[config.mk]
export PLATFORM = sky130hd
export DESIGN_NAME = lsu_axi
export DESIGN_NICKNAME = d
export VERILOG_FILES = /design/src/rtl/lsu_axi.sv
export SDC_FILE = /design/constraint.sdc
export NUM_CORES = 1
export LEC_CHECK = 0
export BUFFER_PORTS_ARGS = -buffer_cell sky130_fd_sc_hd__buf_4
export CELL_PAD_IN_SITES_DETAIL_PLACEMENT = 1
export CELL_PAD_IN_SITES_GLOBAL_PLACEMENT = 1
export CORE_AREA = 2 2 208 210
export DETAILED_ROUTE_END_ITERATION = 6
export DIE_AREA = 0 0 210 212
export PLACE_DENSITY_LB_ADDON = 0.1
export SETUP_SLACK_MARGIN = 0.15
export SLEW_MARGIN = 10
export SYNTH_ARGS = -nofsm -noshare
export SYNTH_HDL_FRONTEND = slang
export SYNTH_SLANG_ARGS = --single-unit
[constraint.sdc]
create_clock -name clk -period 4.89 [get_ports clk]
set_clock_uncertainty 0.15 [all_clocks]
set_input_delay 0.2445 -clock clk [delete_from_list [all_inputs] [get_ports clk]]
set_output_delay 0.2445 -clock clk [all_outputs]
set_load 0.03 [all_outputs]
[src/rtl/lsu_axi.sv]
// Load/store unit: one EXU instruction per handshake, one AXI4-lite read or write,
// load extraction/extension, registered WBU result. Optional macro: LSU_MISALIGN_TRAP_EN.
module lsu_axi #(
  parameter int DATA_W = 32,
  parameter int ADDR_W = 32,
  parameter int SB_W   = 128
) (
  input  logic                clk,
  input  logic                rst,
  input  logic                in_valid,
  output logic                in_ready,
  input  logic                mem_ren,
  input  logic                mem_wen,
  input  logic [ADDR_W-1:0]   addr,
  input  logic [DATA_W-1:0]   wdata,
  input  logic [2:0]          func3,
  input  logic [SB_W-1:0]     sb_in,
  output logic                out_valid,
  input  logic                out_ready,
  output logic [DATA_W-1:0]   out_rdata,
  output logic [ADDR_W-1:0]   out_addr,
  output logic [SB_W-1:0]     out_sb,
  output logic                out_err,
  output logic                out_misalign,
  output logic [ADDR_W-1:0]   araddr,
  output logic                arvalid,
  input  logic                arready,
  input  logic [DATA_W-1:0]   rdata,
  input  logic [1:0]          rresp,
  input  logic                rvalid,
  output logic                rready,
  output logic [ADDR_W-1:0]   awaddr,
  output logic                awvalid,
  input  logic                awready,
  output logic [DATA_W-1:0]   wdata_o,
  output logic [DATA_W/8-1:0] wstrb,
  output logic                wvalid,
  input  logic                wready,
  input  logic [1:0]          bresp,
  input  logic                bvalid,
  output logic                bready
);

  localparam int NB = DATA_W / 8;
  localparam int OW = $clog2(NB);

  typedef enum logic [2:0] {IDLE, AR, R, WR, B, DONE} state_t;

  state_t          state;
  logic [OW-1:0]   off;
  logic [2:0]      f3;
  logic [7:0]      strb_base;
  logic [NB-1:0]   strb;
  logic [ADDR_W-1:0] aligned;

  function automatic logic legal_load(input logic [2:0] f);
    case (f)
      3'b000, 3'b001, 3'b010, 3'b100, 3'b101: legal_load = 1'b1;
      3'b011, 3'b110:                         legal_load = (DATA_W == 64);
      default:                                legal_load = 1'b0;
    endcase
  endfunction

  function automatic logic legal_store(input logic [2:0] f);
    case (f)
      3'b000, 3'b001, 3'b010: legal_store = 1'b1;
      3'b011:                 legal_store = (DATA_W == 64);
      default:                legal_store = 1'b0;
    endcase
  endfunction

  // Shift the addressed lane down to bit 0, then size-cast to extend.
  function automatic logic [DATA_W-1:0] extend(input logic [DATA_W-1:0] d,
                                               input logic [OW-1:0] o,
                                               input logic [2:0] f);
    logic [DATA_W-1:0] s;
    s = d >> {o, 3'b000};
    case (f)
      3'b000:  extend = DATA_W'($signed(s[7:0]));
      3'b100:  extend = DATA_W'(s[7:0]);
      3'b001:  extend = DATA_W'($signed(s[15:0]));
      3'b101:  extend = DATA_W'(s[15:0]);
      3'b010:  extend = DATA_W'($signed(s[31:0]));
      3'b110:  extend = DATA_W'(s[31:0]);
      3'b011:  extend = s;
      default: extend = '0;
    endcase
  endfunction

  always_comb begin
    case (func3[1:0])
      2'b00:   strb_base = 8'h01;
      2'b01:   strb_base = 8'h03;
      2'b10:   strb_base = 8'h0F;
      default: strb_base = 8'hFF;
    endcase
  end

  assign strb    = NB'(strb_base) << addr[OW-1:0];
  assign aligned = {addr[ADDR_W-1:OW], {OW{1'b0}}};

`ifdef LSU_MISALIGN_TRAP_EN
  logic [2:0] size_mask;
  logic       misaligned;

  always_comb begin
    case (func3[1:0])
      2'b00:   size_mask = 3'd0;
      2'b01:   size_mask = 3'd1;
      2'b10:   size_mask = 3'd3;
      default: size_mask = 3'd7;
    endcase
  end

  assign misaligned = (addr[OW-1:0] & OW'(size_mask)) != '0;
`else
  assign out_misalign = 1'b0;
`endif

  always_ff @(posedge clk or negedge rst) begin
    if (!rst) begin
      state     <= IDLE;
      in_ready  <= 1'b1;
      off       <= '0;
      f3        <= '0;
      out_valid <= 1'b0;
      out_rdata <= '0;
      out_addr  <= '0;
      out_sb    <= '0;
      out_err   <= 1'b0;
`ifdef LSU_MISALIGN_TRAP_EN
      out_misalign <= 1'b0;
`endif
      araddr    <= '0;
      arvalid   <= 1'b0;
      rready    <= 1'b0;
      awaddr    <= '0;
      awvalid   <= 1'b0;
      wdata_o   <= '0;
      wstrb     <= '0;
      wvalid    <= 1'b0;
      bready    <= 1'b0;
    end else begin
      case (state)
        IDLE: begin
          if (in_valid) begin
            in_ready  <= 1'b0;
            off       <= addr[OW-1:0];
            f3        <= func3;
            out_addr  <= addr;
            out_sb    <= sb_in;
            out_rdata <= '0;
            out_err   <= 1'b0;
`ifdef LSU_MISALIGN_TRAP_EN
            out_misalign <= 1'b0;
`endif
            if (mem_ren || mem_wen) begin
              // Load wins when both requests are set; legality follows the chosen op.
              if (mem_ren ? !legal_load(func3) : !legal_store(func3)) begin
                out_err   <= 1'b1;
                out_valid <= 1'b1;
                state     <= DONE;
              end
`ifdef LSU_MISALIGN_TRAP_EN
              else if (misaligned) begin
                out_misalign <= 1'b1;
                out_valid    <= 1'b1;
                state        <= DONE;
              end
`endif
              else if (mem_ren) begin
                araddr  <= aligned;
                arvalid <= 1'b1;
                state   <= AR;
              end else begin
                awaddr  <= aligned;
                wdata_o <= wdata << {addr[OW-1:0], 3'b000};
                wstrb   <= strb;
                awvalid <= 1'b1;
                wvalid  <= 1'b1;
                state   <= WR;
              end
            end else begin
              out_valid <= 1'b1;
              state     <= DONE;
            end
          end
        end
        AR: begin
          if (arready) begin
            arvalid <= 1'b0;
            rready  <= 1'b1;
            state   <= R;
          end
        end
        R: begin
          if (rvalid) begin
            rready    <= 1'b0;
            out_err   <= (rresp != 2'b00);
            out_rdata <= (rresp != 2'b00) ? '0 : extend(rdata, off, f3);
            out_valid <= 1'b1;
            state     <= DONE;
          end
        end
        WR: begin
          if (awready) awvalid <= 1'b0;
          if (wready)  wvalid  <= 1'b0;
          if ((!awvalid || awready) && (!wvalid || wready)) begin
            bready <= 1'b1;
            state  <= B;
          end
        end
        B: begin
          if (bvalid) begin
            bready    <= 1'b0;
            out_err   <= (bresp != 2'b00);
            out_valid <= 1'b1;
            state     <= DONE;
          end
        end
        DONE: begin
          if (out_ready) begin
            out_valid <= 1'b0;
            in_ready  <= 1'b1;
            state     <= IDLE;
          end
        end
        default: state <= IDLE;
      endcase
    end
  end

endmodule

After elaboration in Yosys (flattened, before gate mapping)
Cells that the tools add are included.
{"block": "totals", "ff_bits": 304, "in_bits": 242, "output_inout_bits": 301, "word_cells": 152}
{"block": "classes", "n_eq_ne": 30, "shift": 3, "n_mux": 61, "bitwise_logic": 2, "reduce_logical": 38}
{"cell": "$pmux 32 s5", "count": 1}
{"cell": "$mux 32", "count": 3}
{"cell": "$pmux 32 s2", "count": 1}
{"cell": "$mux 1", "count": 37}
{"cell": "$shl 32x5->32", "count": 1}
{"cell": "$shr 32x5->32", "count": 1}
{"cell": "$reduce_and 6->1", "count": 5}
{"cell": "$mux 3", "count": 8}
{"cell": "$ne 2x2->1 const B", "count": 12}
{"cell": "$eq 3x3->1 const B", "count": 7}
{"cell": "$pmux 3 s6", "count": 1}
{"cell": "$reduce_bool 2->1", "count": 8}
{"cell": "$eq 3x2->1 const B", "count": 5}
{"cell": "$pmux 1 s2", "count": 6}
{"cell": "$pmux 4 s3", "count": 1}
{"cell": "$reduce_and 3->1", "count": 4}
{"cell": "$reduce_and 5->1", "count": 2}
{"cell": "$eq 3x1->1 const B", "count": 3}
{"cell": "$logic_not 3->1", "count": 3}
{"cell": "$reduce_or 3->1", "count": 2}
{"cell": "$reduce_or 5->1", "count": 1}
{"cell": "$logic_not 1->1", "count": 4}
{"cell": "$pmux 1 s4", "count": 1}
{"cell": "$reduce_and 4->1", "count": 1}
{"cell": "other kinds (13)", "count": 16}

Longest topological paths before layout
Gate-level depths: netlist (run 1).
{"block": "depth", "word_depth": 12, "mapped_depth": 7, "ltp_nobuf": 4}

Worst setup path before layout (run 1)
OpenSTA, ideal clock, no wires.
{"block": "synth_timing", "path_kind": "reg-to-reg", "from": "register out_addr[0] (netlist name)", "to": "register out_rdata[20]", "setup_ps": 126, "t_arrival_ps": 1808, "t_required_ps": 4614, "slack_ps": 2806, "stages_incl_launch_ff": 7, "path_buffers": 2, "period_less_slack_ps": 2084, "path_cell_list": "dfrtp_1 buf_2 mux2_2 o22ai_1 a211oi_2 buf_2 a221o_1"}
{"element": "to (signal assigned)", "line": "200", "source": "out_rdata <= (rresp != 2'b00) ? '0 : extend(rdata, off, f3);"}
{"element": "to (decl)", "line": "20", "source": "output logic [DATA_W-1:0] out_rdata,"}

Final worst setup path (run 1)
{"block": "layout_timing", "from": "register state[2]", "to": "register out_addr[31]"}
{"block": "layout_between", "elab_chain_len": 2}
{"element": "from (decl)", "line": "49", "source": "state_t state;"}
{"element": "from (signal assigned)", "line": "122", "source": "state <= IDLE;"}
{"element": "from (signal assigned)", "line": "162", "source": "state <= DONE;"}
{"element": "from (signal assigned)", "line": "174", "source": "state <= AR;"}
{"element": "$logic_not 3->1", "line": "144", "source": "case (state)"}
{"element": "$reduce_and 2->1 (no line)"}
{"element": "to (signal assigned)", "line": "150", "source": "out_addr <= addr;"}
{"element": "to (decl)", "line": "21", "source": "output logic [ADDR_W-1:0] out_addr,"}
No other way between the ends.
A chain may end at the register's enable or synchronous reset.

==> impl_metrics.env, run 1 <==
export IMPL_yosysMostFrequentCell="dfrtp_1"
export IMPL_final_max_slew_viol_count=0
export IMPL_worst_path_max_fanout=163
export IMPL_synth_mux_area_share_pct=24.7
export IMPL_fin_tns_setup_ns=0
export IMPL_clk_latency_ns=0.54
export IMPL_regArea_mm2=0.00756
export IMPL_synth_async_reset_ratio_pct=100
export IMPL_clock_sinks=302
export IMPL_synth_edff_count=0
export IMPL_seq_area_frac_synth_pct=60.5
export IMPL_reg2reg_depth=4
export IMPL_crit_family="flip-flops"
export IMPL_synth_top_family_by_area="multiplexers"
export IMPL_setup_ws_ns=2.20
export IMPL_placed_area_mm2=0.0170
export IMPL_syn_instance_count=903
export IMPL_max_freq_mhz=372
export IMPL_leakage_nw=9.77
export IMPL_setup_viol=0
export IMPL_drt_pass1_iterations=5
export IMPL_synthAdderAreaFrac_pct=0
export IMPL_initial_core_util_pct=29.4
export IMPL_finalWirelength_um=46000
export IMPL_drt_antenna_violating_nets=0
export IMPL_fillCellCount=4492
export IMPL_maxSlewHeadroom_pct=19.6
export IMPL_routabilityCongestion=0.788
export IMPL_crit_chain="or2_1 > nor2_4 > buf_12 > mux2_2"
export IMPL_vdd_drop_max_mv=0.412
export IMPL_portBuffers=537
export IMPL_via_count=10300
export IMPL_synth_top_cell_area_share_pct=60.3
export IMPL_clk_pin_slew_worst_paths_ns=0.06
export IMPL_worstPathArrival_ns=2.96
export IMPL_holdPathStages=4
export IMPL_place_ws_ns=2.13
export IMPL_antenna_found_initial=2
export IMPL_dpl_hpwl_um=31400
export IMPL_drt_iter0_markers=456
export IMPL_cts_made_buffers=37
export IMPL_timing_rr_start="state[2]"
export IMPL_ff2ff_setup_slack_ns=2.20
export IMPL_cp_required_ns=5.16
export IMPL_vias_per_cell=4.64
export IMPL_finalHoldViolations=0
export IMPL_dieArea_mm2=0.0445
export IMPL_routedWlPerCell_um=20.7
export IMPL_yosys_area_top_type="dfrtp_1"
export IMPL_cts_path_max_buffers=3
export IMPL_period_share_pct=55.0
export IMPL_critPathKind="reg2reg"
export IMPL_drc=0
export IMPL_worstHoldEndpoint="out_err"
export IMPL_fp_dieW_um=210
export IMPL_drv_cap=0
export IMPL_avgSynthCellArea_um2=13.8
export IMPL_synth_compound_area_share_pct=7.69
export IMPL_layout_min_cycle_time_ns=2.69
export IMPL_grt_pass1_wl_um=69600
export IMPL_path_buf_inv=1
export IMPL_core_mm2=0.0425
export IMPL_rsz0062_at_grt="no"
export IMPL_area_growth_pct=64.6
export IMPL_hp_class="in2reg"
export IMPL_synth_common_cells="dfrtp_1, mux2_2, nand2_1"
export IMPL_finalInstanceArea_mm2=0.0206
export IMPL_synth_cell_types=51
export IMPL_grt_ovfl_total=0
export IMPL_drive_gt1_share_pct=50.9
export IMPL_die_h_um=212
export IMPL_synth_warnings=0
export IMPL_timing_rr_end="out_addr[31]"
export IMPL_cp_start_kind="register"
export IMPL_synthXorXnorAreaFrac_pct=0.0701
export IMPL_power_density_mw_per_mm2=679
export IMPL_cts_max_level=2
export IMPL_grt_max_degree=164
export IMPL_ys_ff_latch=302
export IMPL_whs_ns=0.0474
export IMPL_slowest_stage="dfrtp_1"
export IMPL_fin_nets=1893
export IMPL_synth_main_ff_cell="dfrtp_1"
export IMPL_synth_simple_area_share_pct=4.15
export IMPL_core_rowCount=76
export IMPL_multi_input_comb_area_mm2=0.00461
export IMPL_track_usage_pct=20.3
export IMPL_cts_root_buf="clkbuf_16"
export IMPL_worst_slew_pin_slew_ns=1.21
export IMPL_syn_cell_area_mm2=0.0125
export IMPL_end_kind="register"
export IMPL_hp_start="bresp[1]"
export IMPL_grt_pass1_vias=11500
export IMPL_synthTopCellsByArea="dfrtp_1, mux2_2, mux2i_1, nand2_1, o21ai_0"
export IMPL_status="finished, final reports clean"
export IMPL_cpPeakStageDelay_ns=0.57
export IMPL_io_pins=543
export IMPL_cts_tree="done"
[sequential cells by signal, indices dropped and copies added, names as in the netlist]
register,count
awvalid,1
out_addr,32
out_err,1
out_valid,1
awaddr,30
wvalid,1
bready,1
wdata_o,32
in_ready,1
araddr,30
f3,3
out_rdata,32
arvalid,1
rready,1
wstrb,4
out_sb,128
state,3
[final cells by class]
type	count	area share, %
flip-flops and latches	302	36.7
repair buffers	770	31.1
multi-input cells	534	22.4
clock buffers	53	5.23
well taps	546	3.32
clock inverters	15	1.11
inverters	6	0.109
diodes	2	0.0243
[what timing repair did]
item                                   in CTS  in global routing
gates resized for setup                     0                  0
setup buffers                               0                  0
endpoints found under the hold margin     368                  0
hold buffers                              225                  0
[logic make-up (layout without fill, tap and decap cells)]
logic type      after synthesis  after routing
compound gates              137            137
flops                       302            302
mux                         277            277
xor+xnor                      1              1
buf+inv                      71            844
simple gates                114            114
other cells                   1              7
[power by group]
| group | switching [mW] | total (mW) | internal, mW |
|---|---|---|---|
| logic | 3.94 | 6.72 | 2.79 |
| registers | 0.683 | 4.30 | 3.62 |
| clock network | 1.14 | 2.95 | 1.81 |
| total | 5.75 | 14.0 | 8.21 |
[worst max path at each step]
stage / to / depth (start not counted) / slack (ns) / startpoint
2_1_floorplan: out_rdata[20] / 6 / 2.81 / out_addr[0]
3_3_place_gp: araddr[23] / 4 / 2.16 / state[2]
3_5_place_dp: araddr[20] / 4 / 2.13 / state[2]
4_1_cts: araddr[20] / 4 / 2.12 / state[2]
5_1_grt: out_rdata[24] / 4 / 1.99 / state[2]
6_report: out_addr[31] / 4 / 2.20 / state[2]
[metal layers]
layer	vias up	global-route usage, %	routed length (um)
li1	4743	-	-
met1	5182	23.8	18000
met2	340	35.3	23300
met3	76	6.28	3430
met4	0	6.95	1360
met5	-	0	0
[metrics by stage]
step                total power, mW  instances  util (%)
floorplan                      8.15        907         -
CTS                            14.1       2226      48.4
global placement               10.8       1933      40.0
finish                         14.0       2228      48.4
global route                   14.7       2228      48.4
detailed placement             10.9       1933      40.0
[placed cells by master (no fill, tap or decap), drive strengths merged, types with 4 or more instances in the layout]
master	netlist	routed
conb	1	5
a211oi	10	10
clkinv	0	6
inv	6	9
a22oi	10	10
nand3	4	4
nand2	61	61
a22o	7	7
o2bb2ai	7	7
clkbuf	20	53
buf	45	545
dfrtp	301	301
mux2	242	242
nor2	20	20
nor2b	15	15
nand2b	4	4
a221o	16	16
bufinv	0	5
a21oi	22	22
dlygate4sd3	0	225
o31ai	9	9
o21ai	36	36
mux2i	35	35
[worst reg2reg max path, delay by kind of cell, from the launching register on]
| kind | cells | cell delay (ns) |
|---|---|---|
| AND/OR/NAND/NOR | 2 | 0.52 |
| flip-flops | 1 | 0.57 |
| buffers and inverters | 1 | 0.48 |
| multiplexers | 1 | 0.84 |
(Power assumes the default switching activity.)
==> run 2, diff against run 1 <==
- CORE_AREA: 2 2 208 210 -> 2 2 210 212
- DIE_AREA: 0 0 210 212 -> 0 0 212 214
- clock period: 4.89 -> 2.5 ns (I/O delays scaled with it)
==> run 2 against run 1 <==
Against the previous run: clock-buffer cell count up 9; critical path type is now in2reg; highest routed layer unchanged; cell area is 2.8% higher; sequential share of layout area decreased by 1.0 points; register-to-register slack got worse by 1.9 ns; non-clock buffer count is 47 higher; critical path depth up 3; flip-flop and latch count stayed put; cell count grew 3.9%.
==> impl_metrics.env, run 2 (same netlist as run 1, synthesis figures left out) <==
export IMPL_hp_class="in2reg"
export IMPL_finalWirelength_um=48800
export IMPL_io_pins=543
export IMPL_comb_power_share_pct=49.0
export IMPL_cp_start_kind="primary input"
export IMPL_die_h_um=214
export IMPL_cpPeakStageDelay_ns=0.61
export IMPL_setup_viol=0
export IMPL_antenna_found_initial=2
export IMPL_dpl_hpwl_um=34400
export IMPL_drive_gt1_share_pct=50.7
export IMPL_finalHoldViolations=0
export IMPL_fillCellCount=4462
export IMPL_worst_slew_pin_slew_ns=0.666
export IMPL_final_cells=2314
export IMPL_routabilityCongestion=0.780
export IMPL_clock_sinks=302
export IMPL_rsz0062_at_grt="yes"
export IMPL_seqPwrFrac_pct=30.3
export IMPL_critPathKind="in2reg"
export IMPL_swShare_pct=41.2
export IMPL_worst_path_max_fanout=1
export IMPL_finalInstanceArea_mm2=0.0212
export IMPL_drc=0
export IMPL_largest_reg_flops=128
export IMPL_routedWlPerCell_um=21.1
export IMPL_period_share_pct=88.7
export IMPL_portBuffers=537
export IMPL_clk_latency_ns=0.54
export IMPL_max_freq_mhz=451
export IMPL_fin_tns_setup_ns=0
export IMPL_crit_chain="dlygate4sd3_1 > buf_4 > nor2_1 > dlygate4sd3_1 > o221ai_1 > dlygate4sd3_1 > mux2_2"
export IMPL_cp_endpoint="out_err"
export IMPL_top_register="out_sb"
export IMPL_crit_family="buffers and inverters"
export IMPL_place_ws_ns=0.482
export IMPL_drt_pass1_iterations=4
export IMPL_via_count=10600
export IMPL_layout_common_cells="buf_4, dfrtp_1, dlygate4sd3_1, mux2_2, nand2_1"
export IMPL_crit_cells=7
export IMPL_final_max_slew_viol_count=0
export IMPL_placedCellCount=1993
export IMPL_p_clk_share_pct=20.7
export IMPL_grt_max_degree=96
export IMPL_p_total_mw=27.6
export IMPL_grt_ovfl_total=0
export IMPL_whs_ns=0.0420
export IMPL_final_common_cell="buf_4"
export IMPL_grt_pass1_wl_um=73400
export IMPL_leakage_nw=10.0
export IMPL_setup_ws_ns=0.281
export IMPL_status="finished, final reports clean"
export IMPL_timing_rr_start="state[1]"
export IMPL_cp_common_cell="dlygate4sd3_1"
export IMPL_maxSlewHeadroom_pct=55.4
export IMPL_drt_iter0_markers=517
export IMPL_path_buf_inv=4
export IMPL_p_switching_mw=11.4
export IMPL_timing_rr_end="out_rdata[7]"
export IMPL_worstPathArrival_ns=2.50
export IMPL_drv_cap=0
export IMPL_placed_area_mm2=0.0173
export IMPL_power_density_mw_per_mm2=1300
export IMPL_core_rowCount=76
export IMPL_layout_min_cycle_time_ns=2.22
export IMPL_drt_antenna_violating_nets=0
export IMPL_vdd_drop_max_mv=0.715
export IMPL_cts_made_buffers=38
export IMPL_area_growth_pct=69.3
export IMPL_grt_pass1_vias=12000
export IMPL_vias_per_cell=4.56
export IMPL_cts_tree="done"
export IMPL_fin_util_pct=49.3
export IMPL_slowest_stage="dlygate4sd3_1"
export IMPL_post_cts_buffers=0
export IMPL_dieArea_mm2=0.0454
export IMPL_track_usage_pct=21.3
export IMPL_fin_nets=1941
export IMPL_p_int_mw=16.2
export IMPL_cts_root_buf="clkbuf_16"
export IMPL_cp_required_ns=2.78
export IMPL_clk_pin_slew_worst_paths_ns=0.06
export IMPL_crit_start="bresp[0]"
export IMPL_end_kind="register"
export IMPL_core_mm2=0.0429
export IMPL_cts_max_level=2
export IMPL_initial_core_util_pct=29.1
export IMPL_ff2ff_setup_slack_ns=0.29
export IMPL_cts_path_max_buffers=3
export IMPL_fp_dieW_um=212
export IMPL_reg2reg_depth=7
## run 2: cell count changes in the layout (fill, tap and decap cells not counted), moves of 3 or more
cell           before  now
clkbuf_8            9   12
dlygate4sd3_1     225  251
buf_12              3   11
bufinv_16           5    2
clkbuf_16          37   41
buf_4             541  552
## run 2: how the worst min path moves through the flow
| stage | start | endpoint | slack (ns) | depth (start not counted) |
|---|---|---|---|---|
| after floorplan | rst | araddr[10] | -0.32 | 0 |
| after global placement | rst | out_sb[77] | -0.005 | 1 |
| after detailed placement | rst | out_sb[77] | -0.009 | 1 |
| after CTS | addr[0] | wstrb[1] | 0.001 | 3 |
| after global routing | wdata[30] | wdata_o[30] | 0.03 | 5 |
| final | wdata[30] | wdata_o[30] | 0.04 | 5 |
## run 2: area by class of cell
cell class | count | area (um2) | share of cell area (%)
clock inverters | 6 | 80.1 | 0.379
flip-flops and latches | 302 | 7560 | 35.7
diodes | 2 | 5.00 | 0.0237
well taps | 585 | 732 | 3.46
repair buffers | 817 | 6910 | 32.7
clock buffers | 62 | 1220 | 5.79
inverters | 6 | 22.5 | 0.106
multi-input cells | 534 | 4620 | 21.8
## run 2: worst register-to-register path, cell delays in order (launching register included)
cell	delay (ns)
dfrtp_1	0.34
buf_4	0.21
mux2i_2	0.32
nand2b_1	0.16
buf_6	0.26
nand2_1	0.08
o21ai_0	0.06
dlygate4sd3_1	0.56
## run 2: per-layer routing
metal | vias to the layer above | global-route usage, % | wire [um]
met5 | - | 0 | 0
met1 | 5306 | 23.7 | 18400
met4 | 0 | 6.92 | 1480
li1 | 4834 | - | -
met3 | 70 | 7.11 | 3660
met2 | 341 | 38.1 | 25300
## run 2: power groups by stage
stage | clock network [mW] | logic, mW | registers (mW)
3_5_place_dp | 0 | 13.2 | 8.40
3_3_place_gp | 0 | 13.1 | 8.31
5_1_grt | 6.06 | 14.2 | 8.69
2_1_floorplan | 0 | 3.49 | 12.4
6_report | 5.70 | 13.5 | 8.37
4_1_cts | 5.90 | 13.6 | 8.37
## run 2: repair_timing
action | CTS | global route
setup endpoints to repair | 0 | 7
resized for setup | 0 | 4
endpoints found under the hold margin | 561 | 0
hold buffers | 252 | 0
